===== src/rtl/duck_palette_arbiter.sv =====
// Chooses the highest-priority opaque duck layer for each pixel, looks up its colour in the
// external palette, and registers the result. Also runs the per-layer hit-flash counters.
module duck_palette_arbiter #(
  parameter int NUM_LAYERS      = 4,
  parameter int TRANSPARENT_IDX = 1,
  parameter int FLASH_FRAMES    = 8
) (
  input  logic                    Clk,
  input  logic                    Reset,
  input  logic                    frame_start,
  input  logic                    pix_valid,
  input  logic [4*NUM_LAYERS-1:0] layer_idx,
  input  logic [NUM_LAYERS-1:0]   layer_en,
  input  logic [11:0]             bg_rgb,
  input  logic [NUM_LAYERS-1:0]   hit,
  output logic [3:0]              pal_index,
  input  logic [11:0]             pal_rgb,
  output logic                    out_valid,
  output logic [11:0]             out_rgb,
  output logic [NUM_LAYERS-1:0]   flashing
);

  localparam int LW = (NUM_LAYERS > 1) ? $clog2(NUM_LAYERS) : 1;
  localparam logic [3:0] T_IDX   = 4'(TRANSPARENT_IDX);
  localparam logic [3:0] F_LOAD  = 4'(FLASH_FRAMES);

  logic [NUM_LAYERS-1:0] w_opaque;
  logic                  w_win_found;
  logic [LW-1:0]         w_win_layer;
  logic [3:0]            w_win_idx;
  logic                  w_flash_white;

  logic                  r_s1_valid;
  logic                  r_s1_opaque;
  logic [LW-1:0]         r_s1_layer;
  logic [11:0]           r_s1_bg;
  logic [3:0]            r_pal_index;
  logic                  r_out_valid;
  logic [11:0]           r_out_rgb;
  logic                  r_phase;
  logic [3:0]            r_flash_cnt [NUM_LAYERS];

  always_comb begin
    for (int k = 0; k < NUM_LAYERS; k++) begin
      w_opaque[k] = layer_en[k] && (layer_idx[4*k +: 4] != T_IDX);
    end
  end

  // Scan from the lowest priority upward so the lowest-numbered opaque layer overwrites the rest.
  always_comb begin
    w_win_found = 1'b0;
    w_win_layer = '0;
    w_win_idx   = T_IDX;
    for (int k = NUM_LAYERS - 1; k >= 0; k--) begin
      if (w_opaque[k]) begin
        w_win_found = 1'b1;
        w_win_layer = LW'(k);
        w_win_idx   = layer_idx[4*k +: 4];
      end
    end
  end

  always_ff @(posedge Clk or posedge Reset) begin
    if (Reset) begin
      r_s1_valid  <= 1'b0;
      r_s1_opaque <= 1'b0;
      r_s1_layer  <= '0;
      r_s1_bg     <= 12'h000;
      r_pal_index <= T_IDX;
    end else begin
      r_s1_valid  <= pix_valid;
      r_s1_opaque <= w_win_found;
      r_s1_layer  <= w_win_layer;
      r_s1_bg     <= bg_rgb;
      r_pal_index <= w_win_idx;
    end
  end

  assign w_flash_white = r_s1_opaque && (r_flash_cnt[r_s1_layer] != 4'd0) && r_phase;

  // Palette is combinational, so pal_rgb already answers the index held in stage 1.
  always_ff @(posedge Clk or posedge Reset) begin
    if (Reset) begin
      r_out_valid <= 1'b0;
      r_out_rgb   <= 12'h000;
    end else begin
      r_out_valid <= r_s1_valid;
      if (w_flash_white) begin
        r_out_rgb <= 12'hFFF;
      end else if (r_s1_opaque) begin
        r_out_rgb <= pal_rgb;
      end else begin
        r_out_rgb <= r_s1_bg;
      end
    end
  end

  // A hit reload takes precedence over the frame decrement in the same cycle.
  always_ff @(posedge Clk or posedge Reset) begin
    if (Reset) begin
      r_phase <= 1'b0;
      for (int k = 0; k < NUM_LAYERS; k++) begin
        r_flash_cnt[k] <= 4'd0;
      end
    end else begin
      if (frame_start) begin
        r_phase <= ~r_phase;
      end
      for (int k = 0; k < NUM_LAYERS; k++) begin
        if (hit[k]) begin
          r_flash_cnt[k] <= F_LOAD;
        end else if (frame_start && (r_flash_cnt[k] != 4'd0)) begin
          r_flash_cnt[k] <= r_flash_cnt[k] - 4'd1;
        end
      end
    end
  end

  always_comb begin
    for (int k = 0; k < NUM_LAYERS; k++) begin
      flashing[k] = (r_flash_cnt[k] != 4'd0);
    end
  end

  assign pal_index = r_pal_index;
  assign out_valid = r_out_valid;
  assign out_rgb   = r_out_rgb;

endmodule


===== config.mk =====
export PLATFORM = sky130hd
export DESIGN_NAME = duck_palette_arbiter
export DESIGN_NICKNAME = d
export VERILOG_FILES = /design/src/rtl/duck_palette_arbiter.sv
export SDC_FILE = /design/constraint.sdc
export NUM_CORES = 1
export LEC_CHECK = 0
export ABC_AREA = 1
export BUFFER_PORTS_ARGS = -buffer_cell sky130_fd_sc_hd__buf_2
export CORE_ASPECT_RATIO = 0.75
export CORE_UTILIZATION = 42
export DETAILED_ROUTE_END_ITERATION = 10
export PLACE_DENSITY = 0.77
export SLEW_MARGIN = 0
export SYNTH_ARGS = -nofsm -noshare
export SYNTH_HDL_FRONTEND = slang
export SYNTH_SLANG_ARGS = --single-unit

===== constraint.sdc =====
create_clock -name Clk -period 1.9 [get_ports Clk]
set_input_delay 0.285 -clock Clk [delete_from_list [all_inputs] [get_ports Clk]]
set_output_delay 0.285 -clock Clk [all_outputs]
set_load 0.01 [all_outputs]

## Word-level counts from Yosys, hierarchy flattened

Index checks and enable logic that the tools add are counted.

- Output and inout bits: 21
- Flip-flop bits (word level): 50
- Logic and storage cells: 67
- Input port bits: 52

- Add/sub/neg operators: 4
- Equal/unequal tests: 4
- $lt $le $gt $ge: 1
- Reductions and logical operators: 19
- Bitwise operators: 2
- Muxes and demuxes: 25

Operators by type and width:

| cell | count |
|---|---|
| two-way mux 4 bit | 14 |
| two-way mux 12 bit | 2 |
| nonzero test 4 bit | 5 |
| inequality test 4 x 1 -> 1 bit (second input constant) | 4 |
| subtractor 4 x 1 -> 4 bit (second input constant) | 4 |
| logical AND 1 bit | 10 |
| binary-select mux 4 bit (select 2 bit) | 1 |
| two-way mux 2 bit | 4 |
| nonzero test 2 bit | 4 |
| two-way mux 1 bit | 4 |
| greater-or-equal comparator 3 bit (second input constant) | 1 |
| NOT 2 -> 3 bit | 1 |
| NOT 1 bit | 1 |

## Longest topological paths before layout

Gate-level depths: netlist of run 1.

- Depth after elaboration: 8
- Mapped depth: 8
- Mapped depth without buffers: 8

## Worst setup path before layout of run 1

Ideal clock, no wire load.

- Kind: reg-to-reg
- Start: register r_flash_cnt[12] in the netlist's numbering
- End: register r_flash_cnt[15] in the netlist's numbering
- Data required time: 1776 ps
- Period minus slack after synthesis: 1201 ps
- Slack: 699 ps
- Buffers on the path: 0
- Cell stages (with the launch flop): 9
- Setup time: 124 ps
- Arrival time: 1077 ps
- Cells stage by stage: dfrtp_1 -> inv_1 -> ha_1 -> nand2_1 -> nand2_1 -> inv_1 -> nand3_1 -> nand2_1 -> nand3_1

- Word-level cells in the longest chain between the ends: 3
- Elaborated cells between the ends (all ways): 6
- Those cells by class: 1 x add/sub; 2 x mux; 3 x reduce/logical

RTL lines:

| item | line | RTL |
|---|---|---|
| from (decl) | 41 | `logic [3:0] r_flash_cnt [NUM_LAYERS];` |
| from (signal, indexed assignment) | 113 | `r_flash_cnt[k] <= r_flash_cnt[k] - 4'd1;` |
| nonzero test 4 bit | n/a |  |
| net flashing[0] | 20 | `output logic [NUM_LAYERS-1:0] flashing` |
| logical AND 1 bit | 112 | `end else if (frame_start && (r_flash_cnt[k] != 4'd0)) begin` |
| nonzero test 2 bit (no line) | n/a |  |

The timed path passes the listed nets, and every way through them passes these cells. The select of a mux whose other input is x is not followed.
A chain may end at the register's enable or synchronous reset.

## Final worst setup path of run 1

- Start: register r_flash_cnt[8] in the netlist's numbering
- End: output flashing[1]

- Word-level cells in the longest chain between the ends: 1

RTL lines:

| item | line | RTL |
|---|---|---|
| nonzero test 4 bit | 121 | `flashing[k] = (r_flash_cnt[k] != 4'd0);` |
| to (decl) | 20 |  |

Every way passes these cells.

==> metrics.yaml, run 1 <==
grt:
  grt_max_degree: 21
  overflow: 0
  antenna_found_initial: 0
  grt_pass1_wl_mm: 7.376
  grt_pass1_vias: 1711
  gr-usage-all-layers_pct: 17.18
die:
  fp.dieW_um: 86.63
  dieArea_um2: 5671
  io_pins: 73
  die_y_um: 65.47
  initial_utilization_pct: 44.78
  design.core.area_um2: 5037
  floorplan.rows: 22
sta:
  worst_pin_slew_ns: 0.3947
  fin_crit_sh_pct: 79.32
  period_minus_slack_ns: 1.507
  setup_viol: 0
  clock-skew-final_ns: 0.007691
  finalHoldViolCount: 0
  fin_setup_tns_ns: 0
  clock.fmax_mhz: 663.5
  slew-limit-headroom_pct: 73.65
  whs_ns: 0.07794
  finalMaxSlewViolations: 0
  rsz0062_at_grt: "no"
pwr:
  cellLeakagePower_nw: 1.496
  power_mw: 2.495
  power_density_nw_per_um2: 891.2
  ir_drop_mv: 0.2819
logic_synthesis:
  synth_cell_types: 26
  synth.avg_cell_area_um2: 9.284
  synthTopCellsByArea: "dfrtp_1 54%, nand2_1 9.7%, mux2i_1 5.3%"
  synth_top_area_share_pct: 54.35
  syn-num-nets: 303
  synth-seq-area-share_pct: 55.52
  yosysWarningCount: 0
  ys_ff_latch: 50
  syn_area_um2: 2256
  synth_cells: 243
  yosys.area.top_type: "dfrtp_1"
placed_design:
  port_buffers: 72
  hpwl_mm: 3.447
  gp_congestion: 0.8216
  dp.cells: 386
cells_and_area:
  layout-drive-gt1-share_pct: 28.17
  stdcell_count: 395
  mostFrequentLayoutCells: "72 x buf_2, 58 x nand2_1, 49 x dfrtp_1"
  fin_nets: 382
  diodes: 0
  final_common_cell: "buf_2"
  syn2layout_area_growth_pct: 24.13
worst_setup_path:
  critPathCaptureType: "output port"
  reg2reg_slack_ns: 0.57
  cp_num_buf_inv: 2
  worstPathArrival_ns: 1.22
  critical_path_class: "flip-flop to output port"
  cp_data_required_time_ns: 1.62
  critPathMaxFanout: 6
  cp_top_family: "flip-flops"
  slowest_stage: "dfrtp_1"
  path_cells: "inv_1 -> ha_1 -> nand2_1 -> buf_2"
  crit_path_max_incr_delay_ns: 0.37
  start_kind: "flip-flop"
drt:
  drc_errors: 0
  firstDrtPassIters: 4
  wl_mm: 4.383
  drt_iter0_drc: 57
  routedWlPerCell_um: 11.10
  post_drt_via_cell_ratio: 4.552
  num_vias: 1798
  final_antenna_net_count: 0
clocking:
  cts.clk_slew.worst_paths_ns: 0.09
  cts_tree: "yes"
  cts_setup_buffers: 0
  clock-sinks: 50
  ctsRootBufferMaster: "clkbuf_8"
  ctsHtreeMaxLevel: 2
  cts_hold_repair.buffers: 1
  clk_latency_ns: 0.31
  numCtsBuffers: 5
  clock_path_buffers: 2
  cts_resized: 0
flow_run:
  cap_violations: 0
run_status:
  status: "finished, final reports clean"
hold_path:
  hp-class: "input port to flip-flop"
[Yosys cell counts (all sizes together)]
master  instances
nand2          60
dfrtp          49
inv            31
nand3          21
nor2           19
o21ai          17
mux2i          12
a21oi           9
ha              8
a21boi          4
a211oi          2
buf             2
clkbuf          2
o211ai          2
dfstp           1
nand2b          1
nand3b          1
nor3            1
xor2            1
[power breakdown]
| part | switching [mW] | internal [mW] |
|---|---|---|
| clock | 0.346 | 0.259 |
| sequential | 0.0611 | 1.23 |
| combinational | 0.368 | 0.236 |
[final cells by class]
class,count,area (um^2)
inverter,31,116.4
sequential,50,1252
clock buffer,5,68.82
fill,493,2237
multi-input combinational,158,858.3
clock inverter,3,21.27
timing repair buffer,76,392.9
tap,72,90.09
[metrics by stage]
step	setup slack (ns)	cell area, um^2	util [%]
2_1_floorplan	0.4155	2256	-
3_5_place_dp	0.5579	2700	53.60
3_3_place_gp	0.6443	2700	53.60
4_1_cts	0.4017	2800	55.59
5_1_grt	0.3196	2800	55.59
6_report	0.3929	2800	55.59
[worst reg2reg max path: stages, from the launching register on]
cell and delay (ns):
dfrtp_1 0.40, nor2_1 0.26, nand3_1 0.10, o21ai_1 0.09, nand2_1 0.07, nand2_2 0.20
nand2_1 0.09
[state kept, by name, indices dropped and copies added, names as in the netlist]
| signal | cells |
|---|---|
| out_rgb | 12 |
| r_s1_opaque | 1 |
| out_valid | 1 |
| pal_index | 4 |
| r_s1_bg | 12 |
| r_s1_layer | 2 |
| r_flash_cnt | 16 |
| r_phase | 1 |
| r_s1_valid | 1 |
[layer usage]
metal	routed length (um)	up-vias	track usage (%)	part of all wire, %
li1	-	941	-	-
met1	2125	786	22.44	48
met2	1893	63	26.88	43
met3	294	8	4.397	6.7
met4	69	0	8.125	1.6
met5	0	-	0	0
[logic make-up after synthesis]
group / synth area share (%)
multiplexers: 5.325
XOR/XNOR: 0.3883
AO/OA/AOI/OAI: 8.819
AND/OR/NAND/NOR: 19.08
flip-flops: 55.52
buffers and inverters: 6.433
adder cells (fa/ha/maj): 4.437
[worst paths after layout]
path,startpoint,to,cells past startpoint
min,bg_rgb[3],r_s1_bg[3],1
max reg2reg,r_flash_cnt[13],out_rgb[0],6
min reg2reg,r_s1_valid,out_valid,0
min in group asynchronous,Reset,out_rgb[4],3
max in group asynchronous,Reset,pal_index[0],4
max,r_flash_cnt[8],flashing[1],4
Power figures use the tool's default switching activity.
==> inputs of run 2 (changes only) <==
==> constraint.sdc (replaced) <==
create_clock -name Clk -period 1.57 [get_ports Clk]
set_input_delay 0.2355 -clock Clk [delete_from_list [all_inputs] [get_ports Clk]]
set_output_delay 0.2355 -clock Clk [all_outputs]
set_load 0.01 [all_outputs]
==> metrics.yaml, run 2 (synthesis gave the netlist of run 1 again) <==
sta:
  fin_crit_sh_pct: 93.45
  finalMaxSlewViolations: 0  # unchanged
  period_minus_slack_ns: 1.467
  setup_viol: 0  # unchanged
  worst_pin_slew_ns: 0.5167  # was 0.3947 ns
  finalHoldViolCount: 0  # unchanged
  fin_setup_tns_ns: 0  # unchanged
  slew-limit-headroom_pct: 65.50  # was 73.65%
  fin_ws_ns: 0.1029  # was 0.3929 ns
  rsz0062_at_grt: "no"  # unchanged
  clock-skew-final_ns: 0.01017  # was 0.007691 ns
  clock.fmax_mhz: 681.6
run_status:
  status: "finished, final reports clean"  # unchanged
pwr:
  power_density_nw_per_um2: 1075  # was 891.2 nW/um^2
  switching_share_pct: 30.84  # was 31.06%
  ir_drop_mv: 0.3900  # was 0.2819 mV
  combinationalPowerShare_pct: 24.7  # was 24.2%
  cellLeakagePower_nw: 1.501  # was 1.496 nW
  internal_power_mw: 2.088  # was 1.720 mW
  p_clk_share_pct: 23.8  # was 24.2%
  p_seq_share_pct: 51.6  # was 51.5%
  power_mw: 3.020  # was 2.495 mW
  switchingPower_uw: 931.4  # was 775.1 uW
clocking:
  cts_resized: 0  # unchanged
  cts.clk_slew.worst_paths_ns: 0.09  # about the same
  numCtsBuffers: 5  # unchanged
  clk_latency_ns: 0.30  # was 0.31 ns
  clock_path_buffers: 2  # unchanged
  cts_setup_buffers: 0  # unchanged
  clock-sinks: 50  # unchanged
  cts_tree: "yes"  # unchanged
  cts_hold_repair.buffers: 1  # unchanged
  ctsHtreeMaxLevel: 2  # unchanged
  ctsRootBufferMaster: "clkbuf_8"  # unchanged
placed_design:
  postPlaceCellArea_um2: 2713  # was 2700 um^2
  dp_slack_ns: 0.2685  # was 0.5579 ns
  hpwl_mm: 3.487  # was 3.447 mm
  gp_congestion: 0.8200  # was 0.8216
  port_buffers: 72  # unchanged
die:
  io_pins: 73  # unchanged
  die_y_um: 65.47  # unchanged
  dieArea_um2: 5671  # unchanged
  fp.dieW_um: 86.63  # unchanged
  floorplan.rows: 22  # unchanged
  design.core.area_um2: 5037  # unchanged
  initial_utilization_pct: 44.78  # unchanged
drt:
  post_drt_via_cell_ratio: 4.661  # was 4.552
  routedWlPerCell_um: 11.35  # was 11.10 um
  num_vias: 1841  # was 1798
  firstDrtPassIters: 4  # unchanged
  drc_errors: 0  # unchanged
  wl_mm: 4.485  # was 4.383 mm
  final_antenna_net_count: 0  # unchanged
  drt_iter0_drc: 68  # was 57
worst_setup_path:
  worstPathArrival_ns: 1.23  # was 1.22 ns
  start_kind: "flip-flop"  # unchanged
  cp_num_buf_inv: 2  # unchanged
  critical_path_class: "flip-flop to output port"  # unchanged
  cp_data_required_time_ns: 1.33  # was 1.62 ns
  path_cells: "inv_1 -> ha_1 -> nand2_1 -> buf_2"  # unchanged
  critPathCaptureType: "output port"  # unchanged
  critPathMaxFanout: 6  # unchanged
  cp_top_family: "flip-flops"  # unchanged
  slowest_stage: "dfrtp_1"  # unchanged
  crit_path_max_incr_delay_ns: 0.37  # about the same
grt:
  gr-usage-all-layers_pct: 16.85  # was 17.18%
  overflow: 0  # unchanged
  antenna_found_initial: 0  # unchanged
  grt_pass1_vias: 1726  # was 1711
  grt_pass1_wl_mm: 7.293  # was 7.376 mm
  grt_max_degree: 25  # was 21
cells_and_area:
  syn2layout_area_growth_pct: 24.51  # was 24.13%
  regMostFlops: "r_flash_cnt"  # unchanged
  fin_nets: 382  # unchanged
  final_common_cell: "buf_2"  # unchanged
  layout-drive-gt1-share_pct: 27.86  # was 28.17%
  mostFrequentLayoutCells: "72 x buf_2, 58 x nand2_1, 49 x dfrtp_1"  # unchanged
  largest_reg_flops: 16  # unchanged
  stdcell_area_um2: 2809  # was 2800 um^2
  diodes: 0  # unchanged
hold_path:
  hp-class: "input port to flip-flop"  # unchanged
flow_run:
  cap_violations: 0  # unchanged
==> run 2: area by class of cell <==
type | count | area, um^2
Fill cell | 483 | 2228
Multi-Input combinational cell | 158 | 858.3
Sequential cell | 50 | 1252
Tap cell | 72 | 90.09
Clock inverter | 2 | 13.76
Timing Repair Buffer | 76 | 405.4
Clock buffer | 6 | 72.57
Inverter | 31 | 116.4
==> run 2: layer usage <==
metal | global-route usage, % | routed length [um] | up-vias
li1 | - | - | 936
met1 | 20.90 | 2120 | 830
met2 | 28.47 | 2009 | 68
met3 | 4.397 | 286 | 7
met4 | 6.250 | 68 | 0
met5 | 0 | 0 | -
==> run 2: path summary, 6_finish.rpt <==
check                                       end           start  slack [ns]  depth (start not counted)
worst min-delay path                 r_s1_bg[0]       bg_rgb[0]        0.03                          1
worst max-delay path                flashing[1]  r_flash_cnt[8]        0.10                          4
min in group asynchronous       r_flash_cnt[12]           Reset        0.51                          3
max in group asynchronous            out_rgb[8]           Reset        0.53                          4
worst max register to register  r_flash_cnt[10]  r_flash_cnt[8]        0.25                          8
worst min register to register        out_valid      r_s1_valid        0.36                          0
==> run 2: power by group through the flow <==
stage / Sequential [mW] / Clock [mW] / Combinational (mW)
finish: 1.56 / 0.718 / 0.745
CTS: 1.56 / 0.754 / 0.756
global route: 1.58 / 0.796 / 0.850
detailed placement: 1.58 / 0 / 0.753
global placement: 1.58 / 0 / 0.717
floorplan: 1.63 / 0 / 0.428
==> run 2: metrics by stage <==
stage               std cells  util [%]  hold slack [ns]
floorplan                 243         -           0.2669
global placement          386     53.85           0.2941
detailed placement        386     53.85           0.3040
CTS                       395     55.76          0.02109
global route              395     55.76          0.01499
finish                    395     55.76          0.03297
==> inputs of run 3 (changes only) <==
--- a/config.mk
+++ b/config.mk
@@ -11,6 +11,7 @@
 export CORE_UTILIZATION = 42
 export DETAILED_ROUTE_END_ITERATION = 10
 export PLACE_DENSITY = 0.77
+export REMOVE_ABC_BUFFERS = 1
 export SLEW_MARGIN = 0
 export SYNTH_ARGS = -nofsm -noshare
 export SYNTH_HDL_FRONTEND = slang
==> metrics.yaml, run 3 (synthesis gave the netlist of run 1 again) <==
pwr:
  power_mw: 3.183  # was 3.020 mW
  ir_drop_mv: 0.3863  # was 0.3900 mV
  cellLeakagePower_nw: 1.503  # was 1.501 nW
  switchingPower_uw: 936.8  # was 931.4 uW
  internal_power_mw: 2.246  # was 2.088 mW
  p_clk_share_pct: 27.9  # was 23.8%
  p_seq_share_pct: 48.9  # was 51.6%
  switching_share_pct: 29.43  # was 30.84%
  combinationalPowerShare_pct: 23.1  # was 24.7%
  power_density_nw_per_um2: 1123  # was 1075 nW/um^2
cells_and_area:
  diodes: 0  # unchanged
  fin_nets: 381  # was 382
  syn2layout_area_growth_pct: 25.62  # was 24.51%
  final_common_cell: "buf_2"  # unchanged
  mostFrequentLayoutCells: "72 x buf_2, 58 x nand2_1, 49 x dfrtp_1"  # unchanged
  stdcell_count: 394  # was 395
  seqCellArea_um2: 1252  # unchanged
  post-route-util_pct: 56.26  # was 55.76%
  layout-drive-gt1-share_pct: 28.26  # was 27.86%
  largest_reg_flops: 16  # unchanged
  regMostFlops: "r_flash_cnt"  # unchanged
  filler_cell_count: 455  # was 483
  multi_input_area_um2: 863.3  # was 858.3 um^2
sta:
  whs_ns: 0.03721  # was 0.03297 ns
  rsz0062_at_grt: "no"  # unchanged
  worst_pin_slew_ns: 0.3773  # was 0.5167 ns
  fin_setup_tns_ns: 0  # unchanged
  setup_viol: 0  # unchanged
  period_minus_slack_ns: 1.435  # was 1.467 ns
  clock-skew-final_ns: 0.006531  # was 0.01017 ns
  clock.fmax_mhz: 696.9  # was 681.6 MHz
  finalMaxSlewViolations: 0  # unchanged
  slew-limit-headroom_pct: 74.84  # was 65.50%
  fin_crit_sh_pct: 91.40  # was 93.45%
  finalHoldViolCount: 0  # unchanged
placed_design:
  port_buffers: 72  # unchanged
  dp.cells: 385  # was 386
  hpwl_mm: 3.324  # was 3.487 mm
  gp_congestion: 0.8403  # was 0.8200
worst_setup_path:
  crit_path_max_incr_delay_ns: 0.37  # about the same
  critical_path_class: "flip-flop to output port"  # unchanged
  cp_top_family: "flip-flops"  # unchanged
  start_kind: "flip-flop"  # unchanged
  cp_data_required_time_ns: 1.33  # about the same
  critPathCaptureType: "output port"  # unchanged
  critPathMaxFanout: 6  # unchanged
  cp_num_buf_inv: 2  # unchanged
  worstPathArrival_ns: 1.20  # was 1.23 ns
  path_cells: "inv_1 -> ha_1 -> nand2_1 -> buf_2"  # unchanged
  slowest_stage: "dfrtp_1"  # unchanged
die:
  fp.dieW_um: 86.63  # unchanged
  design.core.area_um2: 5037  # unchanged
  die_y_um: 65.47  # unchanged
  dieArea_um2: 5671  # unchanged
  floorplan.rows: 22  # unchanged
  io_pins: 73  # unchanged
  initial_utilization_pct: 44.78  # unchanged
flow_run:
  cap_violations: 0  # unchanged
drt:
  drt_iter0_drc: 67  # was 68
  final_antenna_net_count: 0  # unchanged
  wl_mm: 4.291  # was 4.485 mm
  num_vias: 1840  # was 1841
  drc_errors: 0  # unchanged
  firstDrtPassIters: 4  # unchanged
  routedWlPerCell_um: 10.89  # was 11.35 um
  post_drt_via_cell_ratio: 4.670  # was 4.661
grt:
  gr-usage-all-layers_pct: 16.48  # was 16.85%
  overflow: 0  # unchanged
  grt_max_degree: 51  # was 25
  grt_pass1_vias: 1685  # was 1726
  antenna_found_initial: 0  # unchanged
  grt_pass1_wl_mm: 7.038  # was 7.293 mm
clocking:
  clock_path_buffers: 2  # unchanged
  numCtsBuffers: 5  # unchanged
  cts_tree: "yes"  # unchanged
  ctsHtreeMaxLevel: 2  # unchanged
  clock-sinks: 50  # unchanged
  ctsRootBufferMaster: "clkbuf_8"  # unchanged
  cts.clk_slew.worst_paths_ns: 0.09  # about the same
  clk_latency_ns: 0.30  # about the same
hold_path:
  hp-class: "input port to flip-flop"  # unchanged
run_status:
  status: "finished, final reports clean"  # unchanged
## run 3: changes by cell type in the layout (fill, tap and decap cells not counted)
cell	before	now
a211oi_1	1	0
clkinv_4	1	0
a211oi_2	1	2
clkinv_2	1	0
buf_4	2	1
clkbuf_1	1	0
clkinvlp_4	0	2
bufinv_16	0	1
## run 3: metal layers
| layer | GRT usage (%) | wire length [um] |
|---|---|---|
| met4 | 7.500 | 73 |
| met3 | 3.894 | 307 |
| met2 | 27.08 | 1999 |
| met1 | 20.81 | 1911 |
| met5 | 0 | 0 |
## run 3: final cells by class
type	count	share of cell area [%]
Clock buffer	5	2.428
Clock inverter	3	1.589
Inverter	31	4.106
Multi-Input combinational cell	158	30.46
Sequential cell	50	44.19
Tap cell	72	3.179
Timing Repair Buffer	75	14.04
## run 3: worst reg2reg max path: stages, from the launching register on
cell and delay, ns:
dfrtp_1 0.37, inv_1 0.14, ha_1 0.17, nand2_1 0.08, nand2_1 0.13, inv_1 0.12
nor2_1 0.15, a211oi_2 0.05
## run 3: path summary, 6_finish.rpt
check / startpoint / to / slack, ns / cells after the start
max: r_flash_cnt[8] / flashing[1] / 0.14 / 4
min: bg_rgb[8] / r_s1_bg[8] / 0.04 / 1
max reg2reg: r_flash_cnt[8] / r_flash_cnt[9] / 0.25 / 7
min reg2reg: r_s1_valid / out_valid / 0.36 / 0
max in group asynchronous: Reset / pal_index[0] / 0.77 / 4
min in group asynchronous: Reset / out_valid / 0.54 / 4
## run 3: what timing repair did
| action | CTS | global route |
|---|---|---|
| hold buffers | 1 | 0 |
| buffers inserted | 0 | 0 |
| setup endpoints to repair | 0 | 1 |
| resized for setup | 0 | 1 |
| endpoints found under the hold margin | 49 | 0 |
## run 3: through the flow
step	area [um^2]	setup WS, ns
6_report	2834	0.1351
5_1_grt	2834	0.06131
4_1_cts	2829	0.1238
3_5_place_dp	2705	0.2380
3_3_place_gp	2705	0.3188
2_1_floorplan	2227	0.1350
## run 3: power groups by stage
stage               sequential, mW  clock [mW]  combinational (mW)
floorplan                     1.64           0               0.389
global placement              1.58           0               0.714
detailed placement            1.58           0               0.742
CTS                           1.56       0.913               0.745
global route                  1.58       0.966               0.847
finish                        1.56       0.889               0.737
